### config.mk
export PLATFORM = sky130hd
export DESIGN_NAME = depth_reorder_buffer
export DESIGN_NICKNAME = d
export VERILOG_FILES = /design/src/rtl/depth_reorder_buffer.sv
export SDC_FILE = /design/constraint.sdc
export NUM_CORES = 1
export LEC_CHECK = 0
export CAP_MARGIN = 20
export CORE_MARGIN = 2
export CORE_UTILIZATION = 55
export DETAILED_ROUTE_END_ITERATION = 8
export PLACE_DENSITY = 0.84
export SLEW_MARGIN = 10
export SYNTH_ARGS = -nofsm -noshare
export SYNTH_HDL_FRONTEND = slang
export SYNTH_SLANG_ARGS = --single-unit
### constraint.sdc
create_clock -name out_stream_aclk -period 6.61 [get_ports out_stream_aclk]
set_input_delay 1.983 -clock out_stream_aclk [delete_from_list [all_inputs] [get_ports out_stream_aclk]]
set_output_delay 1.983 -clock out_stream_aclk [all_outputs]
set_load 0.02 [all_outputs]
### src/rtl/depth_reorder_buffer.sv
`timescale 1ns/1ps
// depth_reorder_buffer
// Hands raster-ordered pixel coordinates to a pool of depth engines and
// collects their results, which can come back in any order, in a tagged
// reorder buffer. Depths leave strictly in raster order on a valid/ready
// stream carrying x, y, sof and eol.
// Optional build macro: ROB_STATS_EN adds the stat_frames and stat_starve
// counters.
module depth_reorder_buffer #(
  parameter int X_SIZE      = 640,
  parameter int Y_SIZE      = 480,
  parameter int NUM_ENGINES = 4,
  parameter int ROB_DEPTH   = 8,
  parameter int DEPTH_W     = 10
) (
  input  logic                           out_stream_aclk,
  input  logic                           periph_resetn,
  output logic [NUM_ENGINES-1:0]         eng_start,
  output logic [9:0]                     issue_x,
  output logic [8:0]                     issue_y,
  input  logic [NUM_ENGINES-1:0]         eng_done,
  input  logic [NUM_ENGINES*DEPTH_W-1:0] eng_depth,
  output logic                           out_valid,
  input  logic                           out_ready,
  output logic [DEPTH_W-1:0]             out_depth,
  output logic [9:0]                     out_x,
  output logic [8:0]                     out_y,
  output logic                           out_sof,
  output logic                           out_eol
`ifdef ROB_STATS_EN
  ,
  output logic [15:0]                    stat_frames,
  output logic [31:0]                    stat_starve
`endif
);

  localparam int TAG_W  = (ROB_DEPTH > 1) ? $clog2(ROB_DEPTH) : 1;
  localparam int CNT_W  = $clog2(ROB_DEPTH + 1);
  localparam int EIDX_W = (NUM_ENGINES > 1) ? $clog2(NUM_ENGINES) : 1;

  // Per-engine state
  logic [NUM_ENGINES-1:0] busy_q;
  logic [TAG_W-1:0]       tag_q [NUM_ENGINES];
  // Per-slot state
  logic [ROB_DEPTH-1:0]   filled_q;
  logic [DEPTH_W-1:0]     depth_q [ROB_DEPTH];
  // Pointers, occupancy and raster counters
  logic [TAG_W-1:0]       tail_q, tail_d, head_q, head_d;
  logic [CNT_W-1:0]       count_q, count_d;
  logic [9:0]             ix_q, ix_d, ox_q, ox_d;
  logic [8:0]             iy_q, iy_d, oy_q, oy_d;
  // Registered issue outputs
  logic [NUM_ENGINES-1:0] start_q;
  logic [9:0]             issue_x_q;
  logic [8:0]             issue_y_q;

  logic                   issue_found, issue_en, accept;
  logic [EIDX_W-1:0]      issue_idx;
  logic [NUM_ENGINES-1:0] issue_onehot;
  logic [NUM_ENGINES-1:0] done_acc;
  logic [DEPTH_W-1:0]     eng_slice [NUM_ENGINES];

  // Results from idle engines are stale (e.g. issued before a reset) and dropped
  genvar gi;
  generate
    for (gi = 0; gi < NUM_ENGINES; gi++) begin : g_eng
      assign eng_slice[gi] = eng_depth[gi*DEPTH_W +: DEPTH_W];
      assign done_acc[gi]  = eng_done[gi] & busy_q[gi];
    end
  endgenerate

  function automatic logic [TAG_W-1:0] inc_ptr(input logic [TAG_W-1:0] p);
    return (p == TAG_W'(ROB_DEPTH - 1)) ? '0 : p + 1'b1;
  endfunction

  // Pick the lowest-index idle engine; issue only while a reorder slot is free
  always_comb begin
    issue_found  = 1'b0;
    issue_idx    = '0;
    issue_onehot = '0;
    for (int i = NUM_ENGINES - 1; i >= 0; i--) begin
      if (!busy_q[i]) begin
        issue_found = 1'b1;
        issue_idx   = EIDX_W'(i);
      end
    end
    issue_en = issue_found && (count_q < CNT_W'(ROB_DEPTH));
    if (issue_en) issue_onehot[issue_idx] = 1'b1;
  end

  assign out_valid = filled_q[head_q];
  assign accept    = out_valid && out_ready;

  // Next-state for pointers, occupancy and both raster counters
  always_comb begin
    tail_d  = tail_q;
    head_d  = head_q;
    count_d = count_q;
    ix_d    = ix_q;
    iy_d    = iy_q;
    ox_d    = ox_q;
    oy_d    = oy_q;
    if (issue_en) begin
      tail_d = inc_ptr(tail_q);
      if (ix_q == 10'(X_SIZE - 1)) begin
        ix_d = '0;
        iy_d = (iy_q == 9'(Y_SIZE - 1)) ? '0 : iy_q + 1'b1;
      end else begin
        ix_d = ix_q + 1'b1;
      end
    end
    if (accept) begin
      head_d = inc_ptr(head_q);
      if (ox_q == 10'(X_SIZE - 1)) begin
        ox_d = '0;
        oy_d = (oy_q == 9'(Y_SIZE - 1)) ? '0 : oy_q + 1'b1;
      end else begin
        ox_d = ox_q + 1'b1;
      end
    end
    case ({issue_en, accept})
      2'b10:   count_d = count_q + 1'b1;
      2'b01:   count_d = count_q - 1'b1;
      default: count_d = count_q;
    endcase
  end

  // Pointer, counter and issue-output registers
  always_ff @(posedge out_stream_aclk or negedge periph_resetn) begin
    if (!periph_resetn) begin
      tail_q    <= '0;
      head_q    <= '0;
      count_q   <= '0;
      ix_q      <= '0;
      iy_q      <= '0;
      ox_q      <= '0;
      oy_q      <= '0;
      start_q   <= '0;
      issue_x_q <= '0;
      issue_y_q <= '0;
    end else begin
      tail_q  <= tail_d;
      head_q  <= head_d;
      count_q <= count_d;
      ix_q    <= ix_d;
      iy_q    <= iy_d;
      ox_q    <= ox_d;
      oy_q    <= oy_d;
      start_q <= issue_onehot;
      if (issue_en) begin
        issue_x_q <= ix_q;
        issue_y_q <= iy_q;
      end
    end
  end

  // Engine busy/tag tracking: set on issue, cleared by an accepted done
  always_ff @(posedge out_stream_aclk or negedge periph_resetn) begin
    if (!periph_resetn) begin
      busy_q <= '0;
      for (int i = 0; i < NUM_ENGINES; i++) tag_q[i] <= '0;
    end else begin
      for (int i = 0; i < NUM_ENGINES; i++) begin
        if (done_acc[i]) busy_q[i] <= 1'b0;
        if (issue_onehot[i]) begin
          busy_q[i] <= 1'b1;
          tag_q[i]  <= tail_q;
        end
      end
    end
  end

  // Slot storage: head slot freed on accept, done results land in their tagged slot
  always_ff @(posedge out_stream_aclk or negedge periph_resetn) begin
    if (!periph_resetn) begin
      filled_q <= '0;
      for (int s = 0; s < ROB_DEPTH; s++) depth_q[s] <= '0;
    end else begin
      if (accept) filled_q[head_q] <= 1'b0;
      for (int i = 0; i < NUM_ENGINES; i++) begin
        if (done_acc[i]) begin
          filled_q[tag_q[i]] <= 1'b1;
          depth_q[tag_q[i]]  <= eng_slice[i];
        end
      end
    end
  end

  assign eng_start = start_q;
  assign issue_x   = issue_x_q;
  assign issue_y   = issue_y_q;
  assign out_depth = depth_q[head_q];
  assign out_x     = ox_q;
  assign out_y     = oy_q;
  assign out_sof   = (ox_q == 10'd0) && (oy_q == 9'd0);
  assign out_eol   = (ox_q == 10'(X_SIZE - 1));

`ifdef ROB_STATS_EN
  logic [15:0] stat_frames_q;
  logic [31:0] stat_starve_q;

  // Frame counter wraps; starve counter saturates
  always_ff @(posedge out_stream_aclk or negedge periph_resetn) begin
    if (!periph_resetn) begin
      stat_frames_q <= '0;
      stat_starve_q <= '0;
    end else begin
      if (accept && out_eol && (oy_q == 9'(Y_SIZE - 1)))
        stat_frames_q <= stat_frames_q + 1'b1;
      if (out_ready && !out_valid && (stat_starve_q != '1))
        stat_starve_q <= stat_starve_q + 1'b1;
    end
  end

  assign stat_frames = stat_frames_q;
  assign stat_starve = stat_starve_q;
`endif

endmodule

==> flow_metrics.py <==
metrics = {
    "layout": {
        "nNetsFinal": 1139,
        "regArea_um2": 4380,
        "antenna_cells": 0,
        "area_growth_pct": 17.1,
        "fin_cells": 1320,
        "fillers": 1348,
        "multiInputGateArea_um2": 5350,
        "drive_gt1_share_pct": 10.9,
        "stdcell_area_um2": 11900,
    },
    "grt": {
        "track_usage_pct": 30.8,
        "antenna_found_initial": 0,
        "gr-total-overflow": 0,
        "grt_max_degree": 81,
        "grt_pass1_wl_um": 47400,
        "grt_pass1_vias": 8840,
    },
    "timing": {
        "finalClockSkew_ns": 0.0178,
        "rsz0062_at_grt": "no",
        "fin_crit_sh_pct": 74.8,
        "period_needed_ns": 4.94,
        "fin_setup_tns_ns": 0,
        "slew_headroom_pct": 18.2,
        "setup_viol": 0,
        "slew_viol_final": 0,
        "finalHoldViolCount": 0,
        "fmax_mhz": 202,
        "setup_ws_ns": 1.67,
        "max_slew.worst_pin.slew_ns": 1.22,
    },
    "critical_path": {
        "path_class": "flop to primary output",
        "r2r-end": "count_q[3]",
        "crit_fanout": 20,
        "cp_cell_sequence": "buf_4 > mux4_2 > mux2_2 > clkdlybuf4s50_1",
        "slowest_stage": "dfrtp_1",
        "cp.required_ns": 4.63,
        "r2r_slack_ns": 3.46,
        "cp-end-kind": "primary output",
        "reg2reg_depth": 12,
        "slowest_delay_ns": 0.68,
        "worstPathArrival_ns": 2.96,
        "reg2reg_from": "head_q[1]",
        "cp-start-kind": "flop",
    },
    "synth": {
        "synthFlopType": "dfrtp_1",
        "async_flop_share_pct": 100,
        "yosys-top-cells-count": "dfrtp_1, nand2_1, nor2_1",
        "yosys-top-cells-area": "dfrtp_1, mux2i_1, a221o_1, a211oi_1, nand2_1",
        "synth_edf_count": 0,
        "synth_nets": 1085,
        "synth.top_cell.area_share_pct": 43.2,
        "syn_area_um2": 10100,
        "ys_types": 55,
        "synth_most_common_cell": "dfrtp_1",
        "yosysWarnings": 0,
        "netlist_instances": 1024,
        "ys_seq_area_share_pct": 43.2,
        "ys_seq_elements": 175,
        "syn_area_per_cell_um2": 9.91,
        "yosysTopAreaCell": "dfrtp_1",
    },
    "clock_network": {
        "cts-root-buf": "clkbuf_16",
        "cts_tree": "yes",
        "clk_latency_ns": 0.44,
        "cts.clk_slew.worst_paths_ns": 0.07,
        "post_cts_buffers": 0,
        "cts_made_buffers": 17,
        "cts_resized": 0,
        "hold_buffers": 0,
        "cts_buffer_depth": 2,
        "cts.sinks": 175,
        "htree_levels": 4,
    },
    "pwr": {
        "vdd_drop_max_mv": 0.239,
        "powerDensity_nw_per_um2": 434,
        "p_leak_nw": 5.14,
    },
    "floorplanning": {
        "initial_core_util_pct": 56.3,
        "die_w_um": 140,
        "dieArea_um2": 19600,
        "core_um2": 18000,
        "ioPinCount": 102,
        "core.rowCount": 49,
        "die_y_um": 140,
    },
    "routing": {
        "vias": 9040,
        "dr.pass1.iters": 6,
        "avgViaCountPerCell": 6.85,
        "finalWirelength_um": 30100,
        "drt_iter0_markers": 1231,
        "wl_per_cell_um": 22.8,
        "route.detailed.drc": 0,
        "detail-route-antenna-nets": 0,
    },
    "flow_run": {
        "maxCapViolCount": 0,
    },
    "min_path": {
        "min_path_type": "flop to flop",
        "hp-start": "issue_x[5]",
        "hold_end": "issue_x[5]",
        "worstHoldPathCells": 2,
    },
    "place": {
        "post-place-cells": 1285,
        "gp_congestion": 0.935,
        "dpl_cell_area_um2": 11300,
        "port_buffers": 101,
        "preCtsSetupSlack_ns": 2.16,
        "hpwl_um": 18600,
    },
    "run_status": {
        "outcome": "complete, no violations",
    },
}
==> worst max-delay path by stage <==
stage / from / end / slack [ns]
3_3_place_gp: head_q[1] / out_depth[9] / 2.18
2_1_floorplan: out_ready / count_q[3] / 2.83
5_1_grt: head_q[1] / out_depth[7] / 1.51
4_1_cts: head_q[1] / out_depth[9] / 1.69
6_report: head_q[1] / out_depth[5] / 1.67
3_5_place_dp: head_q[1] / out_depth[9] / 2.16
==> per-stage QoR <==
step / util (%) / hold WS (ns) / total power, W
final: 66.0 / 0.477 / 0.00516
after global placement: 62.6 / 0.461 / 0.00404
after detailed placement: 62.6 / 0.463 / 0.00413
after CTS: 65.8 / 0.481 / 0.00512
after global routing: 66.0 / 0.504 / 0.00545
after floorplan: - / 0.455 / 0.00343
==> state kept, by name, summed over array words and instances, names as in the netlist <==
register,flops
filled_q,8
issue_x,10
busy_q,4
out_y,9
issue_y,9
eng_start,4
depth_q,80
tail_q,3
iy_q,9
count_q,4
tag_q,12
head_q,3
out_x,10
ix_q,10
==> placed cells by master, fill, tap and decap left out, drive strengths merged, types with 9 or more instances in the layout <==
cell           count
buf               29
dfrtp            175
ha                13
o21ai             47
a22oi             15
a221o             70
nor2             108
inv               29
nand4              9
o31ai              9
nand3             21
nor3              12
xor2               9
mux2              36
nand2            109
mux4              12
clkdlybuf4s50    100
clkbuf            19
mux2i             90
a211oi            71
xnor2             11
==> where the power goes <==
| part | total, W | switching (W) | internal (W) | leakage (nW) |
|---|---|---|---|---|
| clock | 0.000980 | 0.000474 | 0.000506 | 0.278 |
| sequential | 0.00185 | 0.000359 | 0.00149 | 2.19 |
| combinational | 0.00233 | 0.00116 | 0.00117 | 2.68 |
==> critical path, delay by kind of cell (launching register included) <==
kind     cells  cell delay (ns)
buf+inv      2             0.97
mux          2             0.85
flops        1             0.68
==> logic make-up (layout without fill, tap and decap cells) <==
group	Yosys count	after routing	share of synthesized area, %
AO/OA/AOI/OAI	239	239	18.3
adder cells (fa/ha/maj)	14	14	1.80
multiplexers	138	138	15.5
buffers and inverters	112	179	4.40
AND/OR/NAND/NOR	326	326	15.1
XOR/XNOR	20	20	1.73
flip-flops	175	175	43.2
==> final cells by class <==
| cell class | instances | area share, % |
|---|---|---|
| Clock buffer | 19 | 3.64 |
| Clock inverter | 13 | 1.14 |
| Inverter | 18 | 0.568 |
| Multi-Input combinational cell | 737 | 45.0 |
| Sequential cell | 175 | 36.8 |
| Tap cell | 229 | 2.41 |
| Timing Repair Buffer | 129 | 10.4 |
==> routing by layer <==
metal / global-route usage, % / part of all wire (%) / vias up
met5: 0 / 0 / -
met4: 16.4 / 4.9 / 0
met3: 8.02 / 12 / 153
met2: 45.7 / 45 / 637
met1: 41.5 / 39 / 4320
li1: - / - / 3930
No activity file was read; power rests on OpenSTA's default activity.
